===== config.mk =====
export PLATFORM = sky130hd
export DESIGN_NAME = lockin_demodulator
export DESIGN_NICKNAME = d
export VERILOG_FILES = /design/src/rtl/lockin_demodulator.sv
export SDC_FILE = /design/constraint.sdc
export NUM_CORES = 1
export LEC_CHECK = 0
export CORE_UTILIZATION = 30
export CTS_CLUSTER_DIAMETER = 80
export DETAILED_ROUTE_END_ITERATION = 6
export PLACE_DENSITY = 0.45
export SLEW_MARGIN = 20
export SYNTH_ARGS = -nofsm -noshare
export SYNTH_HDL_FRONTEND = slang
export SYNTH_SLANG_ARGS = --single-unit

===== constraint.sdc =====
create_clock -name clk -period 7.9 [get_ports clk]
set_clock_uncertainty 0.05 [all_clocks]
set_input_delay 1.58 -clock clk [delete_from_list [all_inputs] [get_ports clk]]
set_output_delay 1.58 -clock clk [all_outputs]
set_load 0.02 [all_outputs]

===== src/rtl/lockin_demodulator.sv =====
// Lock-in demodulator: splits ADC samples into PWM-on/off buckets, blanks settling samples after
// each phase edge, averages 2^AVG_LOG2 samples per bucket and emits on-minus-off with a 1-cycle strobe.
module lockin_demodulator #(
    parameter int DATA_W     = 12,
    parameter int AVG_LOG2   = 4,
    parameter int BLANK      = 2,
    parameter int SIGNED_OUT = 0
) (
    input  logic              clk,
    input  logic              rst_n,
    input  logic              sample_valid,
    input  logic [DATA_W-1:0] sample,
    input  logic              phase,
    input  logic              clear,
    output logic              out_valid,
    output logic [DATA_W-1:0] out_on_avg,
    output logic [DATA_W-1:0] out_off_avg,
    output logic [DATA_W:0]   out_diff
);
    localparam int ACC_W = DATA_W + AVG_LOG2;
    localparam int CNT_W = AVG_LOG2 + 1;
    localparam logic [CNT_W-1:0] FULL = CNT_W'(2 ** AVG_LOG2);

    logic [ACC_W-1:0]  on_acc_q, on_acc_d, off_acc_q, off_acc_d;
    logic [CNT_W-1:0]  on_cnt_q, on_cnt_d, off_cnt_q, off_cnt_d;
    logic              last_phase_q, last_phase_d;
    logic              first_q, first_d;
    logic [3:0]        blank_cnt_q, blank_cnt_d;
    logic              out_valid_q, out_valid_d;
    logic [DATA_W-1:0] out_on_avg_q, out_on_avg_d, out_off_avg_q, out_off_avg_d;
    logic [DATA_W:0]   out_diff_q, out_diff_d;

    logic [3:0]        blank_now;
    logic [DATA_W-1:0] on_avg, off_avg;
    logic [DATA_W:0]   diff;

    always_comb begin
        on_acc_d      = on_acc_q;
        off_acc_d     = off_acc_q;
        on_cnt_d      = on_cnt_q;
        off_cnt_d     = off_cnt_q;
        last_phase_d  = last_phase_q;
        first_d       = first_q;
        blank_cnt_d   = blank_cnt_q;
        out_valid_d   = 1'b0;
        out_on_avg_d  = out_on_avg_q;
        out_off_avg_d = out_off_avg_q;
        out_diff_d    = out_diff_q;
        blank_now     = blank_cnt_q;
        on_avg        = '0;
        off_avg       = '0;
        diff          = '0;

        if (clear) begin
            on_acc_d    = '0;
            off_acc_d   = '0;
            on_cnt_d    = '0;
            off_cnt_d   = '0;
            first_d     = 1'b1;
            blank_cnt_d = '0;
        end else if (sample_valid) begin
            // A phase edge (or the first sample after a flush) restarts the settling window,
            // and the edge sample itself is judged against the freshly loaded count.
            if (first_q || (phase != last_phase_q)) begin
                blank_now    = 4'(BLANK);
                last_phase_d = phase;
                first_d      = 1'b0;
            end
            if (blank_now != 4'd0) begin
                blank_cnt_d = blank_now - 4'd1;
            end else begin
                blank_cnt_d = blank_now;
                if (phase) begin
                    if (on_cnt_q < FULL) begin
                        on_acc_d = on_acc_q + ACC_W'(sample);
                        on_cnt_d = on_cnt_q + CNT_W'(1);
                    end
                end else if (off_cnt_q < FULL) begin
                    off_acc_d = off_acc_q + ACC_W'(sample);
                    off_cnt_d = off_cnt_q + CNT_W'(1);
                end
            end

            if ((on_cnt_d == FULL) && (off_cnt_d == FULL)) begin
                on_avg  = DATA_W'(on_acc_d >> AVG_LOG2);
                off_avg = DATA_W'(off_acc_d >> AVG_LOG2);
                diff    = {1'b0, on_avg} - {1'b0, off_avg};
                // Both operands are below 2^DATA_W, so the top bit is the sign of the difference.
                if ((SIGNED_OUT == 0) && diff[DATA_W]) begin
                    diff = '0;
                end
                out_valid_d   = 1'b1;
                out_on_avg_d  = on_avg;
                out_off_avg_d = off_avg;
                out_diff_d    = diff;
                on_acc_d      = '0;
                off_acc_d     = '0;
                on_cnt_d      = '0;
                off_cnt_d     = '0;
            end
        end
    end

    always_ff @(posedge clk or negedge rst_n) begin
        if (!rst_n) begin
            on_acc_q      <= '0;
            off_acc_q     <= '0;
            on_cnt_q      <= '0;
            off_cnt_q     <= '0;
            last_phase_q  <= 1'b0;
            first_q       <= 1'b1;
            blank_cnt_q   <= '0;
            out_valid_q   <= 1'b0;
            out_on_avg_q  <= '0;
            out_off_avg_q <= '0;
            out_diff_q    <= '0;
        end else begin
            on_acc_q      <= on_acc_d;
            off_acc_q     <= off_acc_d;
            on_cnt_q      <= on_cnt_d;
            off_cnt_q     <= off_cnt_d;
            last_phase_q  <= last_phase_d;
            first_q       <= first_d;
            blank_cnt_q   <= blank_cnt_d;
            out_valid_q   <= out_valid_d;
            out_on_avg_q  <= out_on_avg_d;
            out_off_avg_q <= out_off_avg_d;
            out_diff_q    <= out_diff_d;
        end
    end

    assign out_valid   = out_valid_q;
    assign out_on_avg  = out_on_avg_q;
    assign out_off_avg = out_off_avg_q;
    assign out_diff    = out_diff_q;
endmodule


---- Yosys cells after proc, flatten, opt, wreduce, memory -nomap -nowiden ----
Cells that the tools add are included.
W data, S select, Z words.
storage, ports and cells
  word-level logic and storage cells ...... 85
  output and inout bits ................... 38
  bits in registers ....................... 86
cells by class
  add/sub/neg operators ................... 6
  equality and inequality tests ........... 5
  magnitude comparators ................... 2
  bitwise logic cells ..................... 1
  reductions and logical operators ........ 13
  multiplexer cells ....................... 45
operators with widths
  operator               number
  $mux W16               16
  $mux W5                16
  $add A16 B12 Y16       2
  $mux W4                6
  $sub A12 B12 Y13       1
  $mux W12               1
  $add A5 B1 Y5 const B  2
  $eq A5 B5 Y1 const B   2
  $lt A5 B5 Y1 const B   2
  $reduce_bool A3 Y1     3
  $reduce_and A4 Y1      2
  $mux W1                6
  $reduce_and A3 Y1      2
  $reduce_bool A2 Y1     2
  $reduce_bool A4 Y1     1
  $sub A4 B1 Y4 const B  1
  $ne A3 B1 Y1 const B   1
  $ne A3 B2 Y1 const B   1
  $reduce_and A2 Y1      1
  $logic_and A1 B1 Y1    1
  $logic_or A1 B1 Y1     1
  $ne A1 B1 Y1           1
  $not A1 Y1             1

---- Longest topological paths before layout ----
  depth after elaboration ................. 14
  gate-level depth with buffers ........... 21
  mapped depth without buffers ............ 20

---- Worst setup path before layout ----
No wires, ideal clock.
  kind .................................... input to register
  start point ............................. in phase
  end point ............................... reg out_diff_q[9] (netlist: out_diff[9])
  arrival ................................. 5.076 ns
  stages .................................. 21
  path slack .............................. 2.653 ns
  data required time ...................... 7.729 ns
  path through ............................ xnor2_1 > nor2b_1 > nand2_1 > ha_1 > o311a_1 > nand2b_1 > clkbuf_1 > nand2_1 > o21ai_0 > ha_1 > inv_1 > fa_1 > nand2_1 > nand2_1 > a21oi_1 > inv_1 > a21oi_1 > maj3_2 > o31a_1 > nor2_4 > a32o_2
on the way
  cells in the longest elaborated chain, start to end .. 12
RTL lines
  what                                                       RTL line  RTL
  start: declaration                                         13        input logic phase,
  branches (longest 12 deep; another with $sub A12 B12 Y13)  --
  end signal: assignment                                     128       out_diff_q <= out_diff_d;
  end: declaration                                           31        logic [DATA_W:0] out_diff_q, out_diff_d;
Several ways; the timed one is not identified. The select of a mux whose other input is x is not followed.
A chain may end at the register's enable or synchronous reset.

---- Worst setup path in the final report ----
Ends and elaborated chain as after synthesis.

==> impl_metrics.csv <==
group,metric,value,unit
setup_path,critPathArrivalTime,6.36,ns
floorplanning,die-width,135,microns
synthesis,mappedNetlistArea,5310,sq um
clock_network,maximum_number_of_buffers_from_clock_root_to_sink,2,
run,drv.max_cap_violation_count,0,
floorplanning,placement_rows,48,
clock_network,cts_num_sinks,85,
synthesis,yosys.cell_types.count,69,
route,routed_wl_per_cell,16.0,microns
setup_path,critical_path.max_fanout,15,
clock_network,cts-buffers-inserted,9,
setup_path,critPathSlowestCell,"sky130_fd_sc_hd__clkdlybuf4s50_1",
power,total_leakage_power,2.83,nW
route,vias,4288,
place,gp_routability_congestion,0.820,
synthesis,post-synth-top-count-cell,"sky130_fd_sc_hd__dfrtp_1",
route,ant_nets,0,
timing,clock.fmax,162,MHz
place,postPlaceCellArea,6080,sq um
route,detail_route.drc_violations,0,
synthesis,synth_enable_flop_cells,0,
setup_path,critical_path.cell_chain,"clkdlybuf4s50_1 -> xnor2_1 -> nand2b_1 -> nor2_1 -> ha_1 -> o311a_1 -> nand2b_1 -> o21ai_0 -> ha_1 -> inv_1 -> fa_1 -> nand2_1 -> nand2_1 -> a21oi_1 -> inv_1 -> a21oi_1 -> maj3_2 -> o31a_1 -> nor2_4 -> a32o_2",
timing,timing.hold.ws,0.437,ns
grt,antenna_found_initial,0,
clock_network,tritoncts,"yes",
final_layout,design_area,6390,sq um
setup_path,rr_worst_depth,19,
timing,max_slew.worst_pin.slew,0.785,ns
setup_path,crit-reg2reg-capture,"out_diff[9]",
synthesis,synth-main-ff-cell,"sky130_fd_sc_hd__dfrtp_1",
grt,grt_pass1_vias,4152,
synthesis,share_of_the_synthesized_area_in_the_top_cell_type,39.6,%
route,dr.pass1.iters,4,
final_layout,drive_above_1_share,8.08,%
grt,grt_first_pass_wirelength,22400,microns
clock_network,post_cts.repair.setup_buffers,0,
timing,layout_worst_path_cycle_share,78.1,%
setup_path,endpoint_kind,"flip-flop",
setup_path,timing.critical_path.required,8.09,ns
place,pre_cts_ws,1.32,ns
final_layout,areaGrowthSynthToFinish,20.3,%
setup_path,timing_worst_setup_path_type,"primary input to flip-flop",
timing,post-route-min-period,6.17,ns
timing,timing_max_transition_violations_final,0,
setup_path,critPathLaunchType,"primary input",
grt,combined_global_route_utilization_of_all_metal_layers,16.0,%
synthesis,postSynthCellCount,563,
floorplanning,floorplan.die.height,135,microns
floorplanning,floorplan.die_area,18200,sq um
timing,timing.final.ws_setup,1.73,ns
route,routed_via_density,5.08,
timing,fin_tns_setup,0,ns
timing,grt_setup_unrepaired,"no",
place,half_perimeter_wire_length_after_placement,10000,microns
setup_path,crit_start,"phase",
outcome,result_of_the_run,"finished, final reports clean",
setup_path,regToRegStartpoint,"last_phase_q",
timing,final-setup-viol-count,0,
floorplanning,core_area,17300,sq um
synthesis,synth-seq-cells,85,
route,initialDrtViolationCount,228,
synthesis,synth-seq-area-share,40.1,%
route,totalWireLength,13500,microns
clock_network,clock_network_latency_to_the_later_pin_of_the_worst_skew_pair,0.35,ns
timing,timing.final.hold_violations,0,
final_layout,nets,672,
final_layout,nFillCells,1767,
clock_network,post_cts_hold_buffer_count,0,
floorplanning,io-pin-count,55,
synthesis,cell_accounting_for_the_most_synthesized_area,"sky130_fd_sc_hd__dfrtp_1",
synthesis,ys_top_cells_by_area,"sky130_fd_sc_hd__dfrtp_1, sky130_fd_sc_hd__ha_1, sky130_fd_sc_hd__o21ai_0",
floorplanning,initial_core_util,30.7,%
synthesis,async_set_or_reset_register_ratio_after_synthesis,100,%
power,totalPowerFinal,1.06,mW
clock_network,post_cts_resized,0,
setup_path,peak_per_stage_delay_on_the_critical_path,0.57,ns
synthesis,synth.yosys.warnings,0,
setup_path,critical_path.endpoint,"out_diff[9]",
min_path,hold_start,"out_off_avg[4]",
timing,maxSlewHeadroom,47.7,%
min_path,min_delay_path_depth,2,
final_layout,insertedDiodeCount,0,
clock_network,ctsRootBufferMaster,"sky130_fd_sc_hd__clkbuf_16",
place,number_of_input_and_output_port_buffers_inserted,53,
grt,pin_count_of_the_biggest_net_entering_global_routing,58,
synthesis,synth_top_cells_by_count,"sky130_fd_sc_hd__dfrtp_1, sky130_fd_sc_hd__nand2_1, sky130_fd_sc_hd__o21ai_0, sky130_fd_sc_hd__ha_1, sky130_fd_sc_hd__a21oi_1",
power,pd_cells,166,nW/um^2
clock_network,cts.clk_slew.worst_paths,0.07,ns
power,ir_worst_vdd,95.3,uV
grt,grt_overflow,0,
clock_network,h-tree-depth,3,
setup_path,timing.reg2reg.setup_slack,3.04,ns
synthesis,syn_area_per_cell,9.44,sq um
min_path,class_of_the_tightest_hold_or_removal_check,"flip-flop to flip-flop",
synthesis,post_synthesis_net_count,621,
registers in the layout, summed over array words and instances, names as in the netlist, 4 cells and up:
| register | count |
|---|---|
| on_cnt_q | 5 |
| on_acc_q | 16 |
| out_off_avg | 12 |
| off_cnt_q | 5 |
| off_acc_q | 16 |
| blank_cnt_q | 4 |
| out_on_avg | 12 |
| out_diff | 12 |
cell families (layout without fill, tap and decap cells):
group                      after synthesis  in the layout  synth area share (%)
AOI/OAI and AO/OA                      187            187                  23.6
xor gates and xnor gates                35             35                  5.77
adders and majority gates               43             43                  10.5
buffers and inverters                   45            101                  3.46
DFF                                     85             85                  40.1
muxes                                   12             12                  2.45
other                                    1              1                0.0706
and+or+nand+nor                        155            155                  14.1
where the power goes:
part           switching [mW]  total (mW)  internal [mW]
Combinational          0.0979       0.161         0.0634
Sequential            0.00555       0.446          0.440
Clock                   0.188       0.453          0.264
Total                   0.292        1.06          0.768
how the worst min path moves through the flow:
| stage | end | slack (ns) |
|---|---|---|
| detailed placement | out_on_avg[2] | 0.43 |
| global route | out_off_avg[7] | 0.47 |
| floorplan | off_acc_q[15] | 0.42 |
| finish | out_off_avg[4] | 0.44 |
| CTS | out_off_avg[4] | 0.44 |
| global placement | out_on_avg[5] | 0.42 |
layout by cell type, fill, tap and decap left out, types with 3 or more instances in the layout:
master and n:
sky130_fd_sc_hd__a21boi_0 4, sky130_fd_sc_hd__a21o_1 8, sky130_fd_sc_hd__a21oi_1 37, sky130_fd_sc_hd__a22o_1 20, sky130_fd_sc_hd__a31oi_1 4, sky130_fd_sc_hd__and3_1 3
sky130_fd_sc_hd__buf_4 6, sky130_fd_sc_hd__clkbuf_16 9, sky130_fd_sc_hd__clkdlybuf4s50_1 52, sky130_fd_sc_hd__dfrtp_1 84, sky130_fd_sc_hd__fa_1 3, sky130_fd_sc_hd__ha_1 38
sky130_fd_sc_hd__inv_1 27, sky130_fd_sc_hd__mux2_2 8, sky130_fd_sc_hd__mux2i_1 4, sky130_fd_sc_hd__nand2_1 62, sky130_fd_sc_hd__nand2b_1 4, sky130_fd_sc_hd__nand3_1 18
sky130_fd_sc_hd__nor2_1 33, sky130_fd_sc_hd__nor2b_1 5, sky130_fd_sc_hd__nor3_1 8, sky130_fd_sc_hd__nor3b_1 3, sky130_fd_sc_hd__o211ai_1 9, sky130_fd_sc_hd__o21ai_0 61
sky130_fd_sc_hd__o21bai_1 9, sky130_fd_sc_hd__o31ai_1 9, sky130_fd_sc_hd__xnor2_1 19, sky130_fd_sc_hd__xor2_1 16
worst max-delay path: cells and delay by family:
| family | cells | cell delay, ns |
|---|---|---|
| simple gates | 6 | 0.88 |
| xor+xnor | 1 | 0.16 |
| buf+inv | 3 | 0.70 |
| compound gates | 6 | 1.81 |
| fa+ha+maj | 4 | 1.22 |
metal layers:
layer	vias up	routed length, microns	GRT usage (%)
li1	2151	-	-
met1	2056	6620	22.4
met2	70	6300	25.3
met3	11	437	2.14
met4	0	184	5.68
met5	-	0	0
metrics by stage:
step                      std cells  utilization (%)
after global routing            844             36.9
final                           844             36.9
after detailed placement        828             35.1
after CTS                       844             36.9
after floorplan                 563                -
after global placement          828             35.1
final cells by class:
cell class	count	area (sq um)	share of cell area, %
multi-input combinational	433	3000	47.0
sequential	85	2130	33.3
timing repair buffer	58	566	8.85
tap	225	282	4.41
clock buffer	12	256	4.01
inverter	27	101	1.59
clock inverter	4	55.1	0.862
Note: power is estimated with default switching activity, not from simulation.
